[config.mk]
export PLATFORM = sky130hd
export DESIGN_NAME = writeback_unit
export DESIGN_NICKNAME = d
export VERILOG_FILES = /design/src/rtl/writeback_unit.sv
export SDC_FILE = /design/constraint.sdc
export NUM_CORES = 1
export LEC_CHECK = 0
export CAP_MARGIN = 40
export CORE_AREA = 2 2 126 128
export CTS_CLUSTER_SIZE = 24
export DETAILED_ROUTE_END_ITERATION = 8
export DIE_AREA = 0 0 128 130
export PLACE_DENSITY = 0.84
export SYNTH_ARGS = -nofsm -noshare
export SYNTH_HDL_FRONTEND = slang
export SYNTH_SLANG_ARGS = --single-unit
[constraint.sdc]
create_clock -name clk -period 5.3 [get_ports clk]
set_clock_uncertainty 0.1 [all_clocks]
set_input_delay 1.06 -clock clk [delete_from_list [all_inputs] [get_ports clk]]
set_output_delay 1.06 -clock clk [all_outputs]
set_load 0.01 [all_outputs]
[src/rtl/writeback_unit.sv]
// W-stage register: selects/extends the M-stage result and counts retirements.
// Latency 1 cycle; StallW holds every W register, FlushW (higher priority) loads a bubble.
module writeback_unit #(
  parameter int XLEN = 32,
  parameter int NSRC = 4,
  parameter int CNTW = 64,
  localparam int SELW = (NSRC > 1) ? $clog2(NSRC) : 1
) (
  input  logic            clk,
  input  logic            rst,
  input  logic            StallW,
  input  logic            FlushW,
  input  logic            ValidM,
  input  logic            RegWriteM,
  input  logic [SELW-1:0] ResultSrcM,
  input  logic [4:0]      RdM,
  input  logic [2:0]      Funct3M,
  input  logic [XLEN-1:0] ALUResultM,
  input  logic [XLEN-1:0] ReadDataM,
  input  logic [XLEN-1:0] PCPlus4M,
  input  logic [XLEN-1:0] ImmExtM,
  output logic            ValidW,
  output logic            RegWriteW,
  output logic [4:0]      RdW,
  output logic [XLEN-1:0] ResultW,
  output logic            LoadFaultW,
  output logic [CNTW-1:0] RetireCount
);

  typedef struct packed {
    logic            valid;
    logic            regwrite;
    logic [4:0]      rd;
    logic [XLEN-1:0] result;
    logic            fault;
  } wb_t;

  wb_t             w_q;
  wb_t             w_d;
  logic [CNTW-1:0] retire_q;
  logic [1:0]      offset;
  logic [XLEN-1:0] shifted;
  logic [XLEN-1:0] load_dat;
  logic [XLEN-1:0] sel_dat;
  logic            is_load;
  logic            misaligned;
  logic            accept;
  int unsigned     sel_idx;

  assign offset  = ALUResultM[1:0];
  assign shifted = ReadDataM >> {offset, 3'b000};
  assign sel_idx = 32'(ResultSrcM);
  assign is_load = (sel_idx == 1) && (NSRC > 1);
  assign accept  = !StallW && !FlushW;

  always_comb begin
    load_dat = ReadDataM;
    case (Funct3M)
      3'b000:  load_dat = {{(XLEN-8){shifted[7]}}, shifted[7:0]};
      3'b001:  load_dat = {{(XLEN-16){shifted[15]}}, shifted[15:0]};
      3'b100:  load_dat = {{(XLEN-8){1'b0}}, shifted[7:0]};
      3'b101:  load_dat = {{(XLEN-16){1'b0}}, shifted[15:0]};
      default: load_dat = ReadDataM;
    endcase
  end

  // Halfword loads need an even offset, word loads need offset 0.
  always_comb begin
    misaligned = 1'b0;
    if (ValidM && is_load) begin
      if ((Funct3M == 3'b001 || Funct3M == 3'b101) && offset[0])
        misaligned = 1'b1;
      else if (Funct3M == 3'b010 && offset != 2'b00)
        misaligned = 1'b1;
    end
  end

  always_comb begin
    sel_dat = '0;
    if (sel_idx < NSRC) begin
      case (sel_idx)
        0:       sel_dat = ALUResultM;
        1:       sel_dat = load_dat;
        2:       sel_dat = PCPlus4M;
        3:       sel_dat = ImmExtM;
        default: sel_dat = '0;
      endcase
    end
  end

  always_comb begin
    w_d          = '0;
    w_d.valid    = ValidM;
    w_d.regwrite = RegWriteM && ValidM && (RdM != 5'd0) && !misaligned;
    w_d.rd       = RdM;
    w_d.result   = misaligned ? '0 : sel_dat;
    w_d.fault    = misaligned;
  end

  always_ff @(posedge clk or posedge rst) begin
    if (rst) begin
      w_q      <= '0;
      retire_q <= '0;
    end else if (FlushW) begin
      w_q      <= '0;
    end else if (accept) begin
      w_q      <= w_d;
      if (ValidM && !misaligned)
        retire_q <= retire_q + 1'b1;
    end
  end

  assign ValidW      = w_q.valid;
  assign RegWriteW   = w_q.regwrite;
  assign RdW         = w_q.rd;
  assign ResultW     = w_q.result;
  assign LoadFaultW  = w_q.fault;
  assign RetireCount = retire_q;

endmodule

==> qor.yml <==
drv_slew: 0
clockRootBuffer: "clkbuf_16"
dpl.cell_count: 1022
share_comb_of_total_power_pct: 20.9
leakage_nw: 3.84
grt_pass1_wl_um: 30800
die_h_um: 130
syn_nets: 760
powerDensity_nw_per_um2: 221
max_slew_margin_pct: 45.6
core_sq_um: 15400
final_common_cell: "clkdlybuf4s50_1"
hpwlAfterDp_um: 15500
initial_core_util_pct: 38.9
min_to: "RetireCount[63]"
synth_edf_count: 0
status: "finished clean"
cts_made_buffers: 9
synthFlopType: "dfrtp_1"
synth_area_sq_um: 6000
vias: 5834
vdd_drop_max_uv: 132
clkTransAtPathRegs_ps: 70
path_cells: "clkdlybuf4s50_1, or2_4, a31o_2, a311oi_4, buf_4, nand3_4, o21ai_0"
end_kind: "flop"
placementRows: 46
power_switching_mw: 0.522
routed_via_density: 5.62
r2r_start: "RetireCount[32]"
synth-seq-cells: 104
clock_sinks: 104
cts_tree: "yes"
p_clk_share_pct: 35.3
cts_hold_buffers: 0
min_path_type: "flop to flop"
setup_viol: 0
drive_gt1_share_pct: 5.08
worstPathRequired_ps: 5470
io_pins: 248
drtIter0Drc: 527
ff2ff_setup_slack_ps: 2920
synthCells: 615
final_cell_mix: "clkdlybuf4s50_1 (246), dfrtp_1 (104), mux2i_1 (52)"
p_sw_share_pct: 26.4
wl_um: 20600
first_global_vias: 5675
post_cts_resized: 0
crit_slowest_cell: "clkdlybuf4s50_1"
die_area_sq_um: 16600
nets: 986
critical_path_class: "input pin to flop"
antenna_found_initial: 1
finalHoldViolations: 0
fmaxAchievable_mhz: 277
grt_remaining_overflow: 0
worstHoldStart: "RetireCount[63]"
path_buf_inv: 2
port_buffers: 247
max_stage_delay_ps: 780
holdPathStages: 1
wl_per_cell_um: 19.8
ant_nets: 0
maxCapViolCount: 0
critical-path-top-delay-family: "buffers and inverters"
drcViolationCount: 0
fin_cells: 1039
timing_worst_slew_pin_value_ps: 811
first_pass_iters: 5
rsz0062_at_grt: "no"
intPower_mw: 1.46
setup-tns-final_ps: 0
insertion_delay_ps: 360
critPathMaxFanout: 33
ys_warn_count: 0
cts_setup_buffers: 0
synthArstFlopShare_pct: 100
fin_util_pct: 58.0
clockBufferDepth: 2
cts_htree_levels: 3
syn2layout_area_growth_pct: 49.1
place_congestion: 0.973
holdWs_ps: 391
synthDistinctLibCells: 51
critical_path.startpoint_type: "input pin"
seq_area_frac_synth_pct: 43.4
synth.avg_cell_area_sq_um: 9.75
seqPwrFrac_pct: 43.8
r2r_cells: 5
rr_endpoint: "RetireCount[49]"
die_w_um: 128
grt_max_degree: 68
grtUsageTotal_pct: 24.1
fillers: 1342
arrival_ps: 3790
period_minus_slack_ps: 3620
period_share_pct: 68.2
==> registers in the layout (all words and copies together), names as in the netlist <==
name / cells
ResultW: 32
RetireCount: 64
RdW: 5
ValidW: 1
RegWriteW: 1
LoadFaultW: 1
==> Yosys cell counts (all sizes together), types with 2 or more instances <==
| cell type | number | share of area [%] |
|---|---|---|
| dfrtp | 104 | 43 |
| nor4 | 11 | 1.3 |
| nor3 | 25 | 2.1 |
| mux2i | 52 | 8.7 |
| nor2 | 40 | 2.6 |
| and4 | 2 | 0.29 |
| o2bb2ai | 8 | 1.2 |
| nor2b | 4 | 0.42 |
| o221ai | 15 | 2.2 |
| inv | 13 | 0.81 |
| nand2b | 3 | 0.31 |
| clkbuf | 25 | 1.6 |
| a22oi | 16 | 2.0 |
| or2 | 2 | 0.25 |
| nor3b | 4 | 0.50 |
| o21ai | 42 | 3.6 |
| a21oi | 9 | 0.75 |
| xor2 | 37 | 5.4 |
| o211ai | 8 | 1.0 |
| mux4 | 2 | 0.75 |
| xnor2 | 26 | 3.8 |
| o2111ai | 4 | 0.58 |
| a31o | 3 | 0.44 |
| nand2 | 51 | 3.2 |
| a22o | 16 | 2.3 |
| nand3 | 22 | 2.0 |
| buf | 17 | 1.6 |
| and3 | 14 | 1.5 |
| and2 | 4 | 0.42 |
| a2bb2oi | 7 | 1.0 |
| a21boi | 2 | 0.25 |
| nand4 | 17 | 1.8 |
==> metal layers <==
| metal | vias to the layer above | part of all wire [%] | global-route usage, % |
|---|---|---|---|
| met5 | - | 0 | 0 |
| met4 | 0 | 4.0 | 12.0 |
| met3 | 57 | 8.9 | 5.49 |
| met2 | 302 | 50 | 42.7 |
| met1 | 2779 | 38 | 27.6 |
| li1 | 2696 | - | - |
==> area by class of cell <==
class | instances | area [sq um] | area share (%)
Antenna cell | 1 | 2.50 | 0.0280
Inverter | 13 | 51.3 | 0.574
Multi-Input combinational cell | 456 | 3160 | 35.4
Timing Repair Buffer | 257 | 2580 | 28.8
Tap cell | 192 | 240 | 2.69
Sequential cell | 104 | 2600 | 29.1
Clock buffer | 12 | 256 | 2.87
Clock inverter | 4 | 51.3 | 0.574
==> power by group through the flow <==
stage	Clock [mW]	Sequential (mW)	Combinational (mW)
after CTS	0.714	0.867	0.415
after detailed placement	0	0.882	0.413
after global placement	0	0.882	0.404
after global routing	0.750	0.872	0.444
after floorplan	0	0.892	0.158
final	0.700	0.867	0.414
==> worst max path at each step <==
stage / start / end / slack (ps) / cells past startpoint
after floorplan: rst / LoadFaultW / 1410 / 1
after global placement: ALUResultM[1] / ResultW[28] / 1430 / 7
after detailed placement: ALUResultM[1] / ResultW[25] / 1370 / 7
after CTS: ALUResultM[1] / ResultW[30] / 1730 / 7
after global routing: ALUResultM[1] / ResultW[27] / 1510 / 7
final: ALUResultM[1] / ResultW[30] / 1680 / 7
==> cell families after synthesis <==
| family | count (synthesis) | synth area share, % |
|---|---|---|
| and+or+nand+nor | 202 | 17.0 |
| AOI/OAI and AO/OA | 135 | 16.6 |
| xor gates and xnor gates | 63 | 9.20 |
| DFF | 104 | 43.4 |
| adders and majority gates | 1 | 0.209 |
| muxes | 55 | 9.62 |
| buffers and inverters | 55 | 3.96 |
==> metrics by stage <==
stage	power [mW]	instance area (sq um)	worst slack, ps
floorplan	1.05	6000	1410
global placement	1.29	8580	1430
detailed placement	1.30	8630	1370
CTS	2.00	8940	1730
global route	2.07	8940	1510
finish	1.98	8940	1680
Note: power is estimated with default switching activity, not from simulation.
